File: config.mk
export PLATFORM = sky130hd
export DESIGN_NAME = pipeline_hazard_ctrl
export DESIGN_NICKNAME = d
export VERILOG_FILES = /design/src/rtl/pipeline_hazard_ctrl_pkg.sv /design/src/rtl/load_use_detect.sv /design/src/rtl/pipeline_hazard_ctrl.sv
export SDC_FILE = /design/constraint.sdc
export NUM_CORES = 1
export LEC_CHECK = 0
export ABC_AREA = 1
export CAP_MARGIN = 20
export CORE_ASPECT_RATIO = 0.8
export CORE_MARGIN = 1
export CORE_UTILIZATION = 55
export CTS_CLUSTER_SIZE = 25
export DETAILED_ROUTE_END_ITERATION = 10
export PLACE_DENSITY_LB_ADDON = 0.2
export SLEW_MARGIN = 25
export SYNTH_ARGS = -nofsm -noshare
export SYNTH_HDL_FRONTEND = slang
export SYNTH_SLANG_ARGS = --single-unit
File: constraint.sdc
create_clock -name clock -period 2.49 [get_ports clock]
set_input_delay 0.498 -clock clock [delete_from_list [all_inputs] [get_ports clock]]
set_output_delay 0.498 -clock clock [all_outputs]
set_load 0.02 [all_outputs]
File: src/rtl/pipeline_hazard_ctrl_pkg.sv
// Shared types and constants for the pipeline hazard controller.
package pipeline_hazard_ctrl_pkg;

  typedef enum logic [1:0] {
    HZ_RUN      = 2'd0,
    HZ_FLUSH    = 2'd1,
    HZ_MEM_WAIT = 2'd2
  } hz_state_e;

  localparam logic [1:0] CMP_NONE = 2'b00;
  localparam logic [1:0] CMP_BEQ  = 2'b01;
  localparam logic [1:0] CMP_BNE  = 2'b10;
  localparam logic [1:0] CMP_JMP  = 2'b11;

  // Only beq/bne consult the comparator; CMP_JMP is covered by isJump.
  function automatic logic is_cond_branch(input logic [1:0] code);
    logic r;
    r = 1'b0;
    case (code)
      CMP_BEQ, CMP_BNE:  r = 1'b1;
      CMP_NONE, CMP_JMP: r = 1'b0;
    endcase
    return r;
  endfunction

endpackage

File: src/rtl/load_use_detect.sv
// Load-use compare between the load in EX and the source registers in ID.
// Kept standalone so the forwarding unit can share the same compare.
module load_use_detect (
  input  logic       mem_read,
  input  logic [4:0] ex_rt,
  input  logic [4:0] id_rs,
  input  logic [4:0] id_rt,
  output logic       load_use
);

  // $zero never carries a real dependency.
  assign load_use = mem_read & (ex_rt != 5'd0) & ((ex_rt == id_rs) | (ex_rt == id_rt));

endmodule

File: src/rtl/pipeline_hazard_ctrl.sv
// Hazard sequencer for the 5-stage pipeline: load-use stalls, redirect
// flushes and data-memory wait states, plus stall/flush counters.
//
// state       | meaning
// ------------+--------------------------------------------------------
// HZ_RUN      | normal issue; hazards evaluated on the ID instruction
// HZ_FLUSH    | extra IF/ID flush cycles after a redirect (flush_cnt_q left)
// HZ_MEM_WAIT | pipeline frozen on memBusy; resumes RUN or FLUSH
module pipeline_hazard_ctrl
  import pipeline_hazard_ctrl_pkg::*;
#(
  parameter int unsigned FLUSH_CYCLES = 1,
  parameter int unsigned MEM_WAIT_MAX = 15,
  parameter int unsigned CNT_W        = 16
) (
  input  logic             clock,
  input  logic             reset,
  input  logic             isJump,
  input  logic [1:0]       compareCode,
  input  logic             branchTaken,
  input  logic [4:0]       idRs,
  input  logic [4:0]       idRt,
  input  logic             exMemRead,
  input  logic [4:0]       exRt,
  input  logic             memBusy,
  output logic             pcWrite,
  output logic             ifIdWrite,
  output logic             ifIdFlush,
  output logic             idExBubble,
  output logic             memStall,
  output logic             memTimeout,
  output logic [CNT_W-1:0] stallCount,
  output logic [CNT_W-1:0] flushCount
);

  localparam logic [2:0] FLUSH_INIT = 3'(FLUSH_CYCLES - 1);
  localparam logic [8:0] WAIT_LIMIT = 9'(MEM_WAIT_MAX);
  localparam logic [CNT_W-1:0] CNT_ONE = CNT_W'(1);
  localparam logic [CNT_W-1:0] CNT_MAX = {CNT_W{1'b1}};

  hz_state_e        state_q, state_d;
  logic [2:0]       flush_cnt_q, flush_cnt_d;
  logic [7:0]       wait_cnt_q, wait_cnt_d;
  logic             resume_flush_q, resume_flush_d;
  logic             mem_timeout_q, mem_timeout_d;
  logic [CNT_W-1:0] stall_count_q, stall_count_d;
  logic [CNT_W-1:0] flush_count_q, flush_count_d;

  logic             load_use;
  logic             redirect;
  logic             mem_busy_eff;
  hz_state_e        eval_state;
  logic [8:0]       wait_next;
  logic             pc_write, if_id_write, if_id_flush, id_ex_bubble, mem_stall;

  load_use_detect u_load_use (
    .mem_read (exMemRead),
    .ex_rt    (exRt),
    .id_rs    (idRs),
    .id_rt    (idRt),
    .load_use (load_use)
  );

  assign redirect = isJump | (is_cond_branch(compareCode) & branchTaken);

  // After a timeout the memory is treated as unresponsive: memBusy no longer
  // freezes the pipeline, and the sticky flag is the record of the fault.
  assign mem_busy_eff = memBusy & ~mem_timeout_q;

  // Next-state, counter and output decode.
  always_comb begin
    state_d        = state_q;
    flush_cnt_d    = flush_cnt_q;
    wait_cnt_d     = wait_cnt_q;
    resume_flush_d = resume_flush_q;
    mem_timeout_d  = mem_timeout_q;
    stall_count_d  = stall_count_q;
    flush_count_d  = flush_count_q;
    pc_write       = 1'b1;
    if_id_write    = 1'b1;
    if_id_flush    = 1'b0;
    id_ex_bubble   = 1'b0;
    mem_stall      = 1'b0;
    wait_next      = 9'd1;
    eval_state     = state_q;

    // A released wait state behaves exactly like the state it interrupted.
    if (state_q == HZ_MEM_WAIT) begin
      eval_state = resume_flush_q ? HZ_FLUSH : HZ_RUN;
    end

    if (mem_busy_eff) begin
      pc_write    = 1'b0;
      if_id_write = 1'b0;
      mem_stall   = 1'b1;
      if (state_q == HZ_MEM_WAIT) begin
        wait_next = {1'b0, wait_cnt_q} + 9'd1;
      end else begin
        resume_flush_d = (state_q == HZ_FLUSH);
      end
      // wait_next counts busy cycles including this one.
      if (wait_next >= WAIT_LIMIT) begin
        mem_timeout_d = 1'b1;
        state_d       = eval_state;
        wait_cnt_d    = 8'd0;
      end else begin
        state_d    = HZ_MEM_WAIT;
        wait_cnt_d = wait_next[7:0];
      end
    end else begin
      wait_cnt_d     = 8'd0;
      resume_flush_d = 1'b0;
      case (eval_state)
        HZ_FLUSH: begin
          if_id_flush = 1'b1;
          if (flush_cnt_q <= 3'd1) begin
            state_d = HZ_RUN;
          end else begin
            state_d     = HZ_FLUSH;
            flush_cnt_d = flush_cnt_q - 3'd1;
          end
        end
        default: begin
          state_d = HZ_RUN;
          if (load_use) begin
            // The redirect, if any, is re-evaluated next cycle.
            pc_write     = 1'b0;
            if_id_write  = 1'b0;
            id_ex_bubble = 1'b1;
          end else if (redirect) begin
            if_id_flush = 1'b1;
            if (flush_count_q != CNT_MAX) begin
              flush_count_d = flush_count_q + CNT_ONE;
            end
            if (FLUSH_CYCLES > 1) begin
              state_d     = HZ_FLUSH;
              flush_cnt_d = FLUSH_INIT;
            end
          end
        end
      endcase
    end

    if (!pc_write && (stall_count_q != CNT_MAX)) begin
      stall_count_d = stall_count_q + CNT_ONE;
    end

    if (reset) begin
      pc_write     = 1'b0;
      if_id_write  = 1'b0;
      if_id_flush  = 1'b1;
      id_ex_bubble = 1'b1;
      mem_stall    = 1'b0;
    end
  end

  // State and counter registers with synchronous reset.
  always_ff @(posedge clock) begin
    if (reset) begin
      state_q        <= HZ_RUN;
      flush_cnt_q    <= 3'd0;
      wait_cnt_q     <= 8'd0;
      resume_flush_q <= 1'b0;
      mem_timeout_q  <= 1'b0;
      stall_count_q  <= '0;
      flush_count_q  <= '0;
    end else begin
      state_q        <= state_d;
      flush_cnt_q    <= flush_cnt_d;
      wait_cnt_q     <= wait_cnt_d;
      resume_flush_q <= resume_flush_d;
      mem_timeout_q  <= mem_timeout_d;
      stall_count_q  <= stall_count_d;
      flush_count_q  <= flush_count_d;
    end
  end

  assign pcWrite    = pc_write;
  assign ifIdWrite  = if_id_write;
  assign ifIdFlush  = if_id_flush;
  assign idExBubble = id_ex_bubble;
  assign memStall   = mem_stall;
  assign memTimeout = mem_timeout_q;
  assign stallCount = stall_count_q;
  assign flushCount = flush_count_q;

endmodule

==> metrics.txt <==
CTS clock-pin slew for the worst setup and hold paths 0.09 ns; CP max stage cell clkdlybuf4s50_1; Num CTS Buffers 5; Die H 66.0 um; Via density 5.28; row cnt 22; WHS 0.482 ns; # diodes 0; leading cell types by count after synthesis nand2_1, nor2_1, dfxtp_1; Initial DRT Pass Iterations 4; Overall Power 1620 uW; Max rail drop VDD 0.308 mV; largest net degree at the start of global routing 22; clk sink count 47; Post-Synth Simple-Gate Area 0.363; IO buf count 60; Final Critical Period 2.37 ns; CP delay by family, top buffers and inverters; Netlist cell types 32; Post-Synth XOR/XNOR Area 0.0870; Ports 61; CP required 1.99 ns; synthesized flop and latch total 47; Critical Path Most Common Cell clkdlybuf4s50_1; post-synthesis compound-gate area fraction 0.110; Overall Global Routing Usage 0.256; Setup TNS 0 ns; # DRC 0; CTS root buffer clkbuf_8; count leader, synth nand2_1; synthesis-to-finish area growth 28.0%; global-route wire length before repair 11.0 mm; Worst setup EP type primary output; dominant cell type by area after synthesis dfxtp_1; slowest stage delay, CP 0.64 ns; Synth top area share 0.334; FMAX 421 MHz; Placer Congestion 0.969; Ys Warns 0; Gate Count Post-Synth 409; mux cell area share after synthesis 0; Post-Place Cell Area 0.00349 mm^2; Final nets 503; final non-filler cell total 536; post-route cell area 0.00361 mm^2; number of max-cap violations 0; Leak 0.00142 uW; status finished, final reports clean; H-tree Lvls 2; Inst Count DP 528; Die Area 0.00542 mm^2; largest cells by area after synthesis dfxtp_1, nand2_1, nor2_1; starting density of the core 0.592; WL final 6.46 mm; asr flop ratio synth 0; CTS tree done; RSZ-0062 raised after global routing no; Top FF cell, synth dfxtp_1; Worst R2R Setup Slack 0.46 ns; sequential area share after synthesis 0.334; number of synthesized flops with an enable pin 0; Final period util 0.953; gr ovfl total 0; core area 0.00476 mm^2; PwrDens 448 mW/mm^2; cell breakdown of the critical path clkdlybuf4s50_1 -> nand2_1 -> nor2_1 -> clkdlybuf4s50_1; setup bufs post-CTS 0; number of global-route vias before repair 2,645; HPWL after DPL 4.70 mm; Detail Route Antenna Nets 0; CP Data Arrival Time 1.88 ns; hold buffer count at cts 0; final setup vio count 0; post-synthesis average cell area 6.89 um^2; die width 82.0 um; Wirelength per Cell 12.1 um; critical-path maximum fanout 4; crit path launch type input port; initial antenna violation count 0; Buf/Inv on CP 2; final hold viol count 0; Clock Skews 0.00581 ns; Worst-Skew Late Latency 0.31 ns; Pins Over Slew Limit 0; main combinational cell family by area after synthesis simple AND/OR/NAND/NOR gates; worst setup path class input port to primary output; clock buffer depth 2; adder-cell share of the synthesized area 0.0222; DR iter-0 viols 174; layout cell share with drive strength beyond 1 0.116; Hold Crit Class flop to flop; Synth Cell Area 0.00282 mm^2; via count 2,831
[report_power, final]
group          leakage (uW)  total, uW  switching (uW)  internal, uW
clock network     0.0000548        580             277           303
logic              0.000983        253             147           107
registers          0.000381        782            15.3           767
[cells in the final DEF (no fill, tap or decap), types with 10 or more instances in the layout]
cell and instances:
nand2_1 93, dfxtp_1 47, nor2_1 53, xnor2_1 15, nand3_1 32, inv_1 35
buf_4 11, a21oi_2 10, clkdlybuf4s50_1 52, a21oi_1 27, xor2_1 13, nand4_1 20
[routing by layer]
layer | up-vias | track usage | share of wire
met5 | - | 0 | 0
met4 | 0 | 0.0768 | 0.0091
met3 | 7 | 0.0510 | 0.063
met2 | 88 | 0.469 | 0.48
met1 | 1284 | 0.296 | 0.45
li1 | 1452 | - | -
[final timing paths]
kind,start,end,cells past startpoint
worst max register to register,stallCount[0]$_SDFFE_PP0P_,stallCount[0]$_SDFFE_PP0P_,10
worst min-delay path,memTimeout$_SDFFE_PP0P_,memTimeout$_SDFFE_PP0P_,2
worst min register to register,memTimeout$_SDFFE_PP0P_,memTimeout$_SDFFE_PP0P_,2
worst max-delay path,memBusy,memStall,4
[metrics by stage]
| step | util | worst slack (ns) |
|---|---|---|
| floorplan | - | 0.229 |
| global placement | 0.734 | -0.426 |
| detailed placement | 0.734 | -0.450 |
| CTS | 0.753 | 0.0619 |
| global route | 0.757 | 0.00788 |
| finish | 0.757 | 0.117 |
[cells by family (layout without fill, tap and decap cells)]
kind of cell,count (synthesis),in the layout
compound gates,52,52
xor+xnor,28,28
fa+ha+maj,5,5
buf+inv,55,119
flops,47,47
other cells,1,4
simple gates,221,221
[state kept, by name (all words and copies together), names as in the netlist]
signal and count:
resume_flush_q 1, flush_cnt_q 3, wait_cnt_q 8, state_q 2, flushCount 16, memTimeout 1
stallCount 16
[layout make-up]
| cell class | count | area, um^2 |
|---|---|---|
| sequential | 47 | 941 |
| tap | 60 | 75.1 |
| multi-input combinational | 310 | 1660 |
| timing repair buffer | 68 | 651 |
| inverter | 43 | 161 |
| clock buffer | 5 | 68.8 |
| clock inverter | 3 | 46.3 |
| fill | 382 | 1150 |
[what timing repair did]
action | CTS | global route
endpoints found under the setup margin | 4 | 4
pin swaps | 0 | 1
resized for setup | 20 | 8
[worst min-delay path, cell delays in order, from the launching register on]
cell and delay [ns]:
dfxtp_1 0.32, inv_1 0.06, a21oi_1 0.06
No activity file was read; power rests on OpenSTA's default activity.
